### src/rtl/multicycle_controller.sv
// Multicycle control unit for an RV32I subset (R, I-ALU, LOAD, STORE, BEQ/BNE).
// Sequences FETCH/DECODE/EXEC/MEM/WB, halts in TRAP on unknown opcodes, counts retirements.
module multicycle_controller (
    input  logic        clk,
    input  logic        rst,
    input  logic [6:0]  inst_control,
    input  logic [9:0]  inst_alu,
    input  logic        zero_flag,
    input  logic        mem_ready,
    output logic        pc_en,
    output logic        sel,
    output logic        sel2,
    output logic        regw,
    output logic        alu_src,
    output logic        memw,
    output logic        memr,
    output logic [3:0]  alu_op,
    output logic        trap,
    output logic [15:0] retired
);

    typedef enum logic [2:0] {
        S_FETCH  = 3'd0,
        S_DECODE = 3'd1,
        S_EXEC   = 3'd2,
        S_MEM    = 3'd3,
        S_WB     = 3'd4,
        S_TRAP   = 3'd5
    } state_t;

    typedef enum logic [2:0] {
        CLS_NONE   = 3'd0,
        CLS_R      = 3'd1,
        CLS_I      = 3'd2,
        CLS_LOAD   = 3'd3,
        CLS_STORE  = 3'd4,
        CLS_BRANCH = 3'd5
    } insn_class_t;

    localparam logic [6:0] OPC_R      = 7'b0110011;
    localparam logic [6:0] OPC_I      = 7'b0010011;
    localparam logic [6:0] OPC_LOAD   = 7'b0000011;
    localparam logic [6:0] OPC_STORE  = 7'b0100011;
    localparam logic [6:0] OPC_BRANCH = 7'b1100011;

    localparam logic [6:0] FUNCT7_ALT = 7'b0100000;

    localparam logic [3:0] ALU_AND = 4'b0000;
    localparam logic [3:0] ALU_OR  = 4'b0001;
    localparam logic [3:0] ALU_ADD = 4'b0010;
    localparam logic [3:0] ALU_XOR = 4'b0011;
    localparam logic [3:0] ALU_SLL = 4'b0100;
    localparam logic [3:0] ALU_SRL = 4'b0101;
    localparam logic [3:0] ALU_SUB = 4'b0110;
    localparam logic [3:0] ALU_SRA = 4'b0111;
    localparam logic [3:0] ALU_SLT = 4'b1000;

    state_t      state;
    logic [6:0]  opcode_q;
    logic [9:0]  funct_q;
    insn_class_t insn_class;
    logic [3:0]  alu_code;
    logic        uses_imm;

    // ALU operation for the latched instruction. Only the exact alternate funct7
    // (0100000) turns ADD into SUB or a right shift into SRA; I-ALU never subtracts.
    function automatic logic [3:0] decode_alu(input insn_class_t cls, input logic [9:0] funct);
        logic [2:0] funct3;
        logic       alt;
        logic [3:0] code;
        funct3 = funct[2:0];
        alt    = (funct[9:3] == FUNCT7_ALT);
        code   = ALU_AND;
        case (cls)
            CLS_LOAD, CLS_STORE: code = ALU_ADD;
            CLS_BRANCH:          code = ALU_SUB;
            CLS_R, CLS_I: begin
                case (funct3)
                    3'b000:         code = (cls == CLS_R && alt) ? ALU_SUB : ALU_ADD;
                    3'b001:         code = ALU_SLL;
                    3'b010, 3'b011: code = ALU_SLT;
                    3'b100:         code = ALU_XOR;
                    3'b101:         code = alt ? ALU_SRA : ALU_SRL;
                    3'b110:         code = ALU_OR;
                    default:        code = ALU_AND;
                endcase
            end
            default: code = ALU_AND;
        endcase
        return code;
    endfunction

    // Classify the latched opcode; anything unrecognised is CLS_NONE and traps.
    always_comb begin
        insn_class = CLS_NONE;
        case (opcode_q)
            OPC_R:      insn_class = CLS_R;
            OPC_I:      insn_class = CLS_I;
            OPC_LOAD:   insn_class = CLS_LOAD;
            OPC_STORE:  insn_class = CLS_STORE;
            OPC_BRANCH: insn_class = CLS_BRANCH;
            default:    insn_class = CLS_NONE;
        endcase
    end

    assign alu_code = decode_alu(insn_class, funct_q);
    assign uses_imm = (insn_class == CLS_I) || (insn_class == CLS_LOAD) || (insn_class == CLS_STORE);

    // Sequencer. The instruction fields are captured only when leaving FETCH so the
    // fetch bus may change freely while the instruction is in flight.
    always_ff @(posedge clk or negedge rst) begin
        if (!rst) begin
            state    <= S_FETCH;
            opcode_q <= '0;
            funct_q  <= '0;
        end else begin
            case (state)
                S_FETCH: begin
                    opcode_q <= inst_control;
                    funct_q  <= inst_alu;
                    state    <= S_DECODE;
                end
                S_DECODE: state <= (insn_class == CLS_NONE) ? S_TRAP : S_EXEC;
                S_EXEC: begin
                    case (insn_class)
                        CLS_R, CLS_I:        state <= S_WB;
                        CLS_LOAD, CLS_STORE: state <= S_MEM;
                        default:             state <= S_FETCH;
                    endcase
                end
                S_MEM: begin
                    if (mem_ready)
                        state <= (insn_class == CLS_LOAD) ? S_WB : S_FETCH;
                end
                S_WB:    state <= S_FETCH;
                S_TRAP:  state <= S_TRAP;
                default: state <= S_FETCH;
            endcase
        end
    end

    // Output decode from the registered state and latched fields. The only input
    // terms are zero_flag (branch target select) and mem_ready (store completion),
    // both of which must act within the same cycle.
    always_comb begin
        pc_en   = 1'b0;
        sel     = 1'b0;
        sel2    = 1'b0;
        regw    = 1'b0;
        alu_src = 1'b0;
        memw    = 1'b0;
        memr    = 1'b0;
        alu_op  = ALU_AND;
        trap    = 1'b0;
        case (state)
            S_EXEC: begin
                alu_op  = alu_code;
                alu_src = uses_imm;
                if (insn_class == CLS_BRANCH) begin
                    pc_en = 1'b1;
                    case (funct_q[2:0])
                        3'b000:  sel = zero_flag;
                        3'b001:  sel = ~zero_flag;
                        default: sel = 1'b0;
                    endcase
                end
            end
            S_MEM: begin
                alu_op  = alu_code;
                alu_src = uses_imm;
                memr    = (insn_class == CLS_LOAD);
                memw    = (insn_class == CLS_STORE);
                pc_en   = (insn_class == CLS_STORE) && mem_ready;
            end
            S_WB: begin
                alu_op  = alu_code;
                alu_src = uses_imm;
                regw    = 1'b1;
                sel2    = (insn_class == CLS_LOAD);
                pc_en   = 1'b1;
            end
            S_TRAP:  trap = 1'b1;
            default: ;
        endcase
    end

    // Every instruction raises pc_en exactly once, so this counts retirements.
    always_ff @(posedge clk or negedge rst) begin
        if (!rst)
            retired <= '0;
        else if (pc_en)
            retired <= retired + 16'd1;
    end

endmodule

### config.mk
export PLATFORM = sky130hd
export DESIGN_NAME = multicycle_controller
export DESIGN_NICKNAME = d
export VERILOG_FILES = /design/src/rtl/multicycle_controller.sv
export SDC_FILE = /design/constraint.sdc
export NUM_CORES = 1
export LEC_CHECK = 0
export ABC_AREA = 1
export CAP_MARGIN = 40
export CORE_MARGIN = 10
export CORE_UTILIZATION = 27
export DETAILED_ROUTE_END_ITERATION = 12
export SYNTH_ARGS = -nofsm -noshare
export SYNTH_HDL_FRONTEND = slang
export SYNTH_SLANG_ARGS = --single-unit
### constraint.sdc
create_clock -name clk -period 1.85 [get_ports clk]
set_input_delay 0.185 -clock clk [delete_from_list [all_inputs] [get_ports clk]]
set_output_delay 0.185 -clock clk [all_outputs]
set_load 0.01 [all_outputs]
* After elaboration in Yosys (flattened, before gate mapping)
Index checks and enable logic that the tools add are counted.
** Word-level totals
- Bits in registers :: 36
- Bits of input ports :: 21
** Cells by class
- Add/sub/neg operators :: 1
- Eq/ne operators :: 23
- Mux-type cells :: 22
- Bitwise operators :: 1
- Reductions and logical operators :: 11
** Operators by type and width (number)
- case mux 3 bit (5 select lines) :: 2
- case mux 4 bit (6 select lines) :: 1
- == test 3 bit, second input constant :: 7
- == test 7 x 6 -> 1 bit, second input constant :: 3
- == test 3 x 2 -> 1 bit, second input constant :: 6
- adder 16 x 1 -> 16 bit, second input constant :: 1
- two-way mux 3 bit :: 4
- case mux 4 bit (3 select lines) :: 1
- == test 3 x 1 -> 1 bit, second input constant :: 3
- zero test 3 bit :: 3
- two-way mux 1 bit :: 9
- == test 7 x 2 -> 1 bit, second input constant :: 1
- == test 7 x 5 -> 1 bit, second input constant :: 1
- == test 7 bit, second input constant :: 1
- case mux 3 bit (2 select lines) :: 1
- OR reduction 2 bit :: 3
- two-way mux 4 bit :: 1
- case mux 1 bit (3 select lines) :: 1
- OR reduction 3 bit :: 1
- logical AND 1 bit :: 2
- logical OR 1 bit :: 2
- two-way mux 2 bit :: 1
- inequality test 2 bit, second input constant :: 1
- case mux 1 bit (2 select lines) :: 1
- inverter 1 bit :: 1

* Logic depth before layout (Yosys ltp)
- Depth in word-level cells :: 8
- Gate-level depth with buffers :: 9
- Gate-level depth less buffers :: 8

* Worst setup path before layout
Ideal clock, no wire load.
- Path kind :: flip-flop to output port
- Start :: reg opcode_q[3]
- End :: out sel
- Arrival :: 1.303 ns
- Data required time :: 1.665 ns
- Slack :: 0.362 ns
- Cell stages (with the launch flop) :: 6
- Buffers on the path :: 0
- Path through :: dfrtp_1 -> nor2_1 -> nand2_1 -> nor2_1 -> inv_1 -> nor4_1
** Between the ends
- Cells in the longest elaborated chain, start to end :: 5
- Elaborated cells on any way between the ends :: 9
** RTL lines
- from (decl) :: RTL line 59 : logic [6:0] opcode_q;
- from (signal assigned) :: RTL line 119 : opcode_q <= inst_control;
- == test 7 bit (tied with other cells) :: RTL line 96 : case (opcode_q)
- case mux 3 bit (5 select lines) (*) :: RTL line 96
- == test 3 bit (*) :: RTL line 159 : if (insn_class == CLS_BRANCH) begin
- two-way mux 1 bit (*) :: RTL line 159
- two-way mux 1 bit (*) :: RTL line 155 : case (state)
- to (decl) :: RTL line 11 : output logic sel,
Mark *: on every way between the ends. The rest lies on a longest branch, timed or not.

* Worst setup path after layout
- Start :: reg opcode_q[2]
- End :: out alu_op[2]
** Between the ends
- Cells in the longest elaborated chain, start to end :: 8
- Elaborated cells on any way between the ends :: 18
** RTL lines
- == test 7 bit (tied with other cells) :: RTL line 96
- case mux 3 bit (5 select lines) (*) :: RTL line 96
- == test 3 x 1 -> 1 bit :: RTL line 74, 79
- logical AND 1 bit :: RTL line 79 : 3'b000: code = (cls == CLS_R && alt) ? ALU_SUB : ALU_ADD;
- two-way mux 3 bit :: RTL line 79
- case mux 4 bit (6 select lines) :: RTL line 78 : case (funct3)
- case mux 4 bit (3 select lines) (*) :: RTL line 74 : case (cls)
- two-way mux 4 bit (*) :: RTL line 155
- to (decl) :: RTL line 17 : output logic [3:0] alu_op,
Marked as above.

==> impl_metrics.ini <==
[synth]
synthesis.area_um2 = 2030
synth_async_sr_flop_share_pct = 100
synth.avg_cell_area_um2 = 7.92
ys_ff_latch = 36
syn_inst = 256
yosysMostFrequentCell = nand2_1
synth_top_area_share_pct = 44.4
synth_warnings = 0
synth.distinct_cells = 28
synth_top_area_cell = dfrtp_1
synthTopCellsByCount = nand2_1 (75), dfrtp_1 (36), nor2_1 (33)
syn_nets = 278
synth_flop_cell = dfrtp_1
synth_edf_count = 0
ys_seq_area_share_pct = 44.4
synth_area_leaders = dfrtp_1 (44%), nand2_1 (14%), nand3_1 (6.2%), nor2_1 (6.1%), mux2_2 (6.1%)

[die]
die_h_um = 107
die_area_um2 = 11400
io_pins = 49
die_width_um = 107
core_um2 = 7290
num_rows = 31
initial_core_util_pct = 27.8

[drt]
via_count = 1843
wl_um = 5420
drt_iter0_drc = 74
drtAntennaViolNets = 0
drc = 0
drtPass1Iterations = 4
routedWlPerCell_um = 12.8
post_drt_via_cell_ratio = 4.35

[global_route]
use_met2_pct = 17.1
track_usage_pct = 9.93
met3_usage_pct = 1.92
grt_max_degree = 37
grt_pass1_wl_um = 9210
grt.met1_usage_pct = 11.6
grt_pass1_vias = 1851
antenna_found_initial = 0
grt_overflow_total = 0
busiest_layer = met2

[power_and_ir_drop]
p_leak_uw = 0.00137
internal-power_uw = 1950
power.density_nw_per_um2 = 1070
power_switching_uw = 1120
swShare_pct = 36.6
peakVddDrop_uv = 335
seqPwrFrac_pct = 39.9
p_clk_share_pct = 19.9
combPwrFrac_pct = 40.1

[timing]
whs_ns = 0.324
fin_crit_ns = 1.81
slew_headroom_pct = 68.5
drv_slew = 0
finalHoldViolations = 0
fin_setup_tns_ns = 0
fmax_ghz = 0.553
rsz0062_at_grt = yes
clock_skew_ns = 0.00581
setup_viol = 0
layout_worst_path_cycle_share_pct = 97.7
tightest_slew_ns = 0.473

[setup_path]
worstPathRequired_ns = 1.66
crit_slowest_cell = dfrtp_1
cp_cell_sequence = nor2_4 > nand3_4 > buf_4 > nor2_2 > nand2_1 > nand2_1 > nand2_1 > a21oi_1 > buf_2
crit_fanout = 4
r2r_cells = 8
rr_startpoint = retired[0]$_DFFE_PN0P_
cp-end-kind = primary output
worstPathArrival_ns = 1.62
critical_path.most_common_cell = nand2_1
start_kind = register
critPathKind = reg -> out
worst_path_largest_cell_delay_ns = 0.40
regToRegEndpoint = retired[12]$_DFFE_PN0P_
r2r_slack_ns = 0.24

[clocking]
clk_pin_slew_ns = 0.07
cts_buffer_depth = 2
insertion_delay_ns = 0.29
cts_buffers = 5
clockRootBuffer = clkbuf_8
htree_levels = 2
holdBufCountCts = 0
clkSinkCount = 36
tritoncts = built

[placement]
io_buffers = 48
dp_hpwl_um = 4100
place_area_um2 = 2730
gp_congestion = 0.838

[layout]
fin_area_um2 = 2880
syn2layout_area_growth_pct = 42.0
layout-drive-gt1-share_pct = 20.0
nets = 347
diodes = 0

[run_status]
status = finished, final reports clean

[run]
cap_violations = 0

[hold_path]
worstHoldPathType = in -> async
[timing repair]
item                                   in CTS  in global routing
resized for setup                          34                 12
setup buffers                               3                  0
setup endpoints to repair                  11                 11
endpoints found under the hold margin       0                  0
pin swaps                                   3                  1
[state kept, by name, summed over array words and instances (netlist names)]
signal	flops
retired	16
funct_q	10
opcode_q	7
state	3
[layout by cell type (no fill, tap or decap), types with 2 or more instances in the layout]
cell type and count:
a21oi_1 11, buf_2 4, buf_4 17, buf_6 2, clkbuf_8 7, clkdlybuf4s50_1 36
dfrtp_1 35, dlygate4sd2_1 3, dlymetal6s2s_1 2, inv_1 21, inv_2 3, mux2_2 11
nand2_1 75, nand2_4 2, nand3_1 25, nand3b_1 2, nand4_1 2, nor2_1 27
nor2_2 5, nor2_4 4, nor3_1 3, o21ai_0 3, xnor2_1 6, xor2_1 5
[cells by family (layout without fill, tap and decap cells)]
group                    after synthesis  in the layout  synth area share, %
AND/OR/NAND/NOR                      152            152                 33.5
flip-flops                            36             36                 44.4
buffers and inverters                 29             98                 5.93
AO/OA/AOI/OAI                         16             16                 4.63
XOR/XNOR                              11             11                 4.75
multiplexers                          11             11                 6.11
adder cells (fa/ha/maj)                1              1                0.617
[power groups by stage]
stage / clock network [uW] / registers (uW) / logic [uW]
6_report: 612 / 1230 / 1230
5_1_grt: 673 / 1270 / 1390
4_1_cts: 648 / 1220 / 1230
3_5_place_dp: 0 / 1230 / 1190
3_3_place_gp: 0 / 1220 / 1170
2_1_floorplan: 0 / 1210 / 703
[how the worst max path moves through the flow]
stage | to | depth (start not counted) | from
after floorplan | sel | 5 | opcode_q[3]$_DFFE_PN0N_
after global placement | alu_op[3] | 6 | opcode_q[3]$_DFFE_PN0N_
after global routing | alu_op[1] | 7 | opcode_q[2]$_DFFE_PN0N_
after CTS | memr | 6 | opcode_q[2]$_DFFE_PN0N_
final | alu_op[2] | 9 | opcode_q[2]$_DFFE_PN0N_
after detailed placement | alu_op[3] | 6 | opcode_q[3]$_DFFE_PN0N_
[through the flow]
| step | power (uW) | setup WS (ns) | instances | utilization, % |
|---|---|---|---|---|
| after floorplan | 1910 | 0.362 | 256 | - |
| after global placement | 2390 | -0.0416 | 414 | 37.5 |
| after detailed placement | 2430 | -0.0835 | 414 | 37.5 |
| after CTS | 3100 | -0.227 | 424 | 39.3 |
| after global routing | 3330 | -0.0477 | 424 | 39.5 |
| final | 3070 | 0.0428 | 424 | 39.5 |
[area by class of cell]
cell class	count	area [um2]
clock buffer	7	96.3
sequential	36	902
multi-input combinational	191	1050
tap	99	124
timing repair buffer	67	618
inverter	24	90.1
fill	768	4410
[routing by layer]
metal | wire length, um | up-vias
met2 | 2770 | 24
met5 | 0 | -
li1 | - | 950
met4 | 87 | 0
met1 | 2410 | 863
met3 | 151 | 6
[critical path, delay by kind of cell, from the launching register on]
family	cells	cell delay, ns
compound gates	1	0.11
buf+inv	2	0.30
flops	1	0.40
simple gates	6	0.51
No activity file was read; power rests on OpenSTA's default activity.
==> edit 1 (same flow settings) <==
Re-encode `state_t` (6 states) as one-hot, 6 bits wide.
--- a/src/rtl/multicycle_controller.sv
+++ b/src/rtl/multicycle_controller.sv
@@ -19,13 +19,13 @@
     output logic [15:0] retired
 );
 
-    typedef enum logic [2:0] {
-        S_FETCH  = 3'd0,
-        S_DECODE = 3'd1,
-        S_EXEC   = 3'd2,
-        S_MEM    = 3'd3,
-        S_WB     = 3'd4,
-        S_TRAP   = 3'd5
+    typedef enum logic [5:0] {
+        S_FETCH  = 6'b000001,
+        S_DECODE = 6'b000010,
+        S_EXEC   = 6'b000100,
+        S_MEM    = 6'b001000,
+        S_WB     = 6'b010000,
+        S_TRAP   = 6'b100000
     } state_t;
 
     typedef enum logic [2:0] {
Check against the original RTL: same outputs for any inputs over 10 cycles, from zero or initial values and one cycle with rst low; not proved beyond that.
==> edit 1 against the unedited design <==
- routed wire length grew 20%
- clock skew shrank 0.0016 ns
- final area grew 12%
- hold slack gained 0.10 ns
- utilization shrank 0.30 points
- count of clock-buffer cells in the layout shrank 2
- via count grew 24%
- total power shrank 6.3%
- sequential cell count grew 3
- worst setup slack lost 0.018 ns
- area after synthesis grew 13%
==> edit 1: results (changes against the unedited design) <==
{| class="wikitable"
! Metric !! Value
|-
| Run status || completed
|-
| Drt wl/cell || 13.10 um (+2.5%)
|-
| Portion of the post-synthesis area used by sequential elements || 42.77% (-1.7 points)
|-
| Met2 routed WL || 3294 um (+19%)
|-
| Reg-to-reg startpoint || state[3]$_DFFE_PN0P_
|-
| Unique cell type count in the Yosys netlist || 29 (+3.6%)
|-
| Detailed-placement wirelength estimate || 4895 um (+19%)
|-
| Leading cell types by count after synthesis || 112 x nand2_1, 38 x dfrtp_1, 35 x nor2_1
|-
| Critical path launch point || state[1]$_DFFE_PN0P_
|-
| Fill cell instance count of the final layout || 863 (+12%)
|-
| Routed length on met1 || 2667 um (+10%)
|-
| Static leakage power || 0.001570 uW (+14%)
|-
| Wire length of the first global-routing pass || 10730 um (+16%)
|-
| Gp weighted congestion || 0.8506 (+1.5%)
|-
| Synthesized netlist cell count || 315 (+23%)
|-
| Total wire length after detailed routing || 6526 um (+20%)
|-
| Routed length on met3 || 499 um (+230%)
|-
| Fraction of layout cells with a size suffix above 1 || 19.85% (-0.15 points)
|-
| Least-Margin Pin Slew || 0.6010 ns (+0.1283 ns)
|-
| Crit-path max FO || 4 (unchanged)
|-
| Post-placement cell count || 481 (+16%)
|-
| Final net count || 414 (+19%)
|-
| Arrival time at the worst endpoint || 1.64 ns (+0.02 ns)
|-
| Max rail drop VDD || 0.4195 mV (+25%)
|-
| Top post-synthesis cells by area || dfrtp_1 42%, nand2_1 18%, nand4_1 6.0%, nor2_1 5.8%, inv_1 4.9%
|-
| Global-route total usage across every layer || 10.09% (+0.16 points)
|-
| Clock Tree Root || clkbuf_8
|}
edit 1: critical path: stages, from the launching register on:
cell and delay (ns):
dfrtp_1 0.43, inv_2 0.09, nand2_2 0.08, nor2_4 0.16, nand3_4 0.11, buf_6 0.14, buf_6 0.13, nor2_4 0.11
buf_6 0.11
edit 1: final timing paths:
check / cells past startpoint / endpoint / slack (ns)
setup / recovery: 8 / sel2 / 0.03
hold / removal: 3 / funct_q[8]$_DFFE_PN0N_ / 0.43
setup reg to reg: 5 / funct_q[0]$_DFFE_PN0N_ / 0.23
hold reg to reg: 2 / funct_q[8]$_DFFE_PN0N_ / 0.50
max in group asynchronous: 3 / state[5]$_DFFE_PN0P_ / 0.99
min in group asynchronous: 3 / funct_q[9]$_DFFE_PN0N_ / 0.47
edit 1: per-layer routing:
layer | GRT usage [%] | vias to the layer above
met2 | 17.91 | 71
met4 | 1.946 | 0
li1 | - | 1157
met1 | 11.27 | 1046
met3 | 3.811 | 8
met5 | 0 | -
edit 1: cell families after synthesis:
family,synth area share [%]
fa+ha+maj,0.5476
compound gates,4.381
simple gates,40.69
flops,42.77
buf+inv,7.777
xor+xnor,3.834
edit 1: final cells by class:
cell class | instances | share of cell area [%]
tap | 105 | 4.081
timing repair buffer | 78 | 20.91
multi-input combinational | 235 | 37.97
clock buffer | 5 | 2.138
clock inverter | 3 | 0.6218
inverter | 33 | 3.848
sequential | 39 | 30.43
edit 1: power breakdown:
part,internal [uW],total (uW),switching [uW]
registers,1080,1260,176
clock network,263,581,319
logic,399,1040,639
total,1740,2880,1130
edit 1: through the flow:
step / hold slack (ns) / TNS [ns] / setup slack [ns] / area [um^2] / total power (uW)
2_1_floorplan: -0.1106 / 0 / 0.3720 / 2285 / 1854
3_3_place_gp: 0.2821 / -0.1194 / -0.08954 / 2995 / 2189
3_5_place_dp: 0.2793 / -0.06313 / -0.02745 / 2995 / 2218
4_1_cts: 0.4166 / -0.03030 / -0.03030 / 3137 / 2831
5_1_grt: 0.4129 / -0.3265 / -0.07073 / 3219 / 3110
6_report: 0.4253 / 0 / 0.02513 / 3219 / 2878
edit 1: repair_timing:
| item | in CTS | in global routing |
|---|---|---|
| endpoints found under the hold margin | 38 | 0 |
| setup buffers | 4 | 4 |
| pin swaps | 1 | 12 |
| endpoints found under the setup margin | 12 | 10 |
| hold buffers | 1 | 0 |
| resized for setup | 37 | 36 |
==> edit 2 (config.mk and constraints unchanged) <==
Made on the original files. Reset style: synchronous (`rst`), changed in 2 clocked blocks.
--- a/src/rtl/multicycle_controller.sv
+++ b/src/rtl/multicycle_controller.sv
@@ -108,7 +108,7 @@
 
     // Sequencer. The instruction fields are captured only when leaving FETCH so the
     // fetch bus may change freely while the instruction is in flight.
-    always_ff @(posedge clk or negedge rst) begin
+    always_ff @(posedge clk) begin
         if (!rst) begin
             state    <= S_FETCH;
             opcode_q <= '0;
@@ -185,7 +185,7 @@
     end
 
     // Every instruction raises pc_en exactly once, so this counts retirements.
-    always_ff @(posedge clk or negedge rst) begin
+    always_ff @(posedge clk) begin
         if (!rst)
             retired <= '0;
         else if (pc_en)
Function: differs if rst is asserted again (counterexample within 4 cycles, from zero or initial values and one cycle with rst low); with rst held inactive, the same outputs for 10 cycles.
==> edit 2 against the unedited design <==
- worst setup slack improved by 0.034 ns
- first-iteration DRC count is 1.4% lower
- routed wire length up 8.7%
- sequential cell count unchanged
- maximum frequency grew 1.9%
- final area rose by 1.1%
- area after synthesis increased by 2.5%
- largest cell class unchanged
Power is not compared: it rests on default switching activity, and its combinational part moved more than twofold at a synthesized area within 25%.
==> edit 2: results (changes against the unedited design) <==
{| class="wikitable"
! Metric !! Value
|-
| Power density relative to cell area || 775.8 nW/um^2
|-
| Gate family responsible for the most delay along the worst path || buffers and inverters
|-
| Largest net degree at the start of global routing || 24 (-35%)
|-
| Largest stage delay on the critical path || 0.54 ns (+0.14 ns)
|-
| Fill cell instance count of the final layout || 797 (+3.8%)
|-
| Total wire length after detailed routing || 5894 um (+8.7%)
|-
| Post-placement cell count || 467 (+13%)
|-
| Number of antenna violations at the first check in global routing || 0 (unchanged)
|-
| Via count || 2200 (+19%)
|-
| Drt wl/cell || 12.38 um (-3.2%)
|-
| H-tree levels || 2 (unchanged)
|-
| Worst min-delay path class || input port to flop
|-
| Wire length of the first global-routing pass || 9639 um (+4.6%)
|-
| Gp weighted congestion || 0.8510 (+1.6%)
|-
| Portion of the post-synthesis area used by sequential elements || 34.68% (-9.8 points)
|-
| Compound-gate portion of the synthesized area || 14.99% (+10 points)
|-
| Leading cell types by count after synthesis || 69 x nand2_1, 59 x nor2_1, 36 x dfxtp_1
|-
| Worst slew margin relative to its limit || 77.08% (+8.6 points)
|-
| Flop pwr share || 41.5%
|-
| Post-synth ARST share || 0% (-100 points)
|-
| Average cell area after synthesis || 6.619 um^2 (-16%)
|-
| Fraction of synthesized cell area in xor and xnor cells || 2.950% (-1.8 points)
|-
| Vias in the first global route || 2064 (+12%)
|-
| Global-route total usage across every layer || 9.977% (+0.049 points)
|-
| Reg-to-reg critical path endpoint || retired[5]$_SDFFE_PN0P_
|-
| Critical path launch point || state[1]$_SDFFE_PN0P_
|-
| Most instantiated flip-flop cell in the synthesis netlist || dfxtp_1
|-
| CP Capture Point || regw
|-
| Fraction of layout cells with a size suffix above 1 || 18.57% (-1.4 points)
|-
| Arrival time at the worst endpoint || 1.59 ns (-0.03 ns)
|-
| Final net count || 398 (+15%)
|-
| Proportion of synthesized area in mux cells || 0% (-6.1 points)
|-
| Crit-path max FO || 3 (-1)
|-
| Number of setup buffers added after CTS || 0 (-3)
|-
| Registers with the most flip-flops || retired x16, funct_q x10, opcode_q x7
|-
| Top post-synthesis cells by area || dfxtp_1 35%, nand2_1 12%, nor2_1 11%, nand3_1 6.3%, o21ai_0 6.0%
|-
| Number of design-rule violations left by the first detailed-router iteration || 73 (-1.4%)
|-
| Register-to-register path setup slack || 0.30 ns (+0.06 ns)
|-
| Worst setup skew after layout || 0.006953 ns (+0.001141 ns)
|-
| Number of optimization iterations in the first detailed-route pass || 6 (+2)
|-
| Detailed-placement wirelength estimate || 4403 um (+7.5%)
|-
| Cell with the largest stage delay on the worst path || clkdlybuf4s50_1
|-
| Run status || completed
|-
| Mapped Nets || 336 (+21%)
|-
| Worst R2R Path Depth || 9 (+1)
|-
| Reg-to-reg startpoint || opcode_q[2]$_SDFFE_PN0N_
|}
edit 2: cell count changes after synthesis, sizes merged, moves of 3 or more:
cell   before  now
mux2       11    0
o21ai       3   25
inv        24   28
dfrtp      36    0
nand2      78   72
dfxtp       0   36
nand3      27   30
nor2       36   64
a21oi      12   29
edit 2: layer usage:
layer / vias up / routed length [um] / GRT usage, %
li1: 1141 / - / -
met1: 982 / 2563 / 11.52
met2: 70 / 2660 / 16.05
met3: 7 / 599 / 4.671
met4: 0 / 70 / 2.958
met5: - / 0 / 0
edit 2: per-stage QoR:
step,util (%),setup TNS [ns],hold slack [ns],instance area (um^2),setup slack [ns]
2_1_floorplan,-,0,0.3199,2078,0.4215
3_3_place_gp,37.37,-1.197,0.4931,2754,-0.1520
3_5_place_dp,37.37,-1.628,0.4990,2754,-0.1816
4_1_cts,39.22,-0.001738,0.4717,2890,-0.001738
5_1_grt,39.51,0,0.4778,2912,0.009943
6_report,39.51,0,0.4787,2912,0.07690
edit 2: final cells by class:
cell class | count | area [um^2] | area share (%)
multi-input combinational | 240 | 1247 | 42.85
sequential | 36 | 726.9 | 24.97
timing repair buffer | 63 | 566.8 | 19.47
tap | 99 | 123.9 | 4.254
inverter | 29 | 112.6 | 3.868
clock buffer | 7 | 96.34 | 3.309
clock inverter | 1 | 30.03 | 1.031
timing repair inverter | 1 | 7.507 | 0.2578
edit 2: repair_timing:
action	4_1_cts	5_1_grt
endpoints found under the setup margin	27	17
cloned	0	1
gates resized for setup	21	26
edit 2: cell families (layout without fill, tap and decap cells):
| kind of cell | Yosys count | count (layout) |
|---|---|---|
| buf+inv | 38 | 101 |
| xor+xnor | 7 | 7 |
| fa+ha+maj | 1 | 1 |
| compound gates | 54 | 54 |
| flops | 36 | 36 |
| simple gates | 178 | 178 |
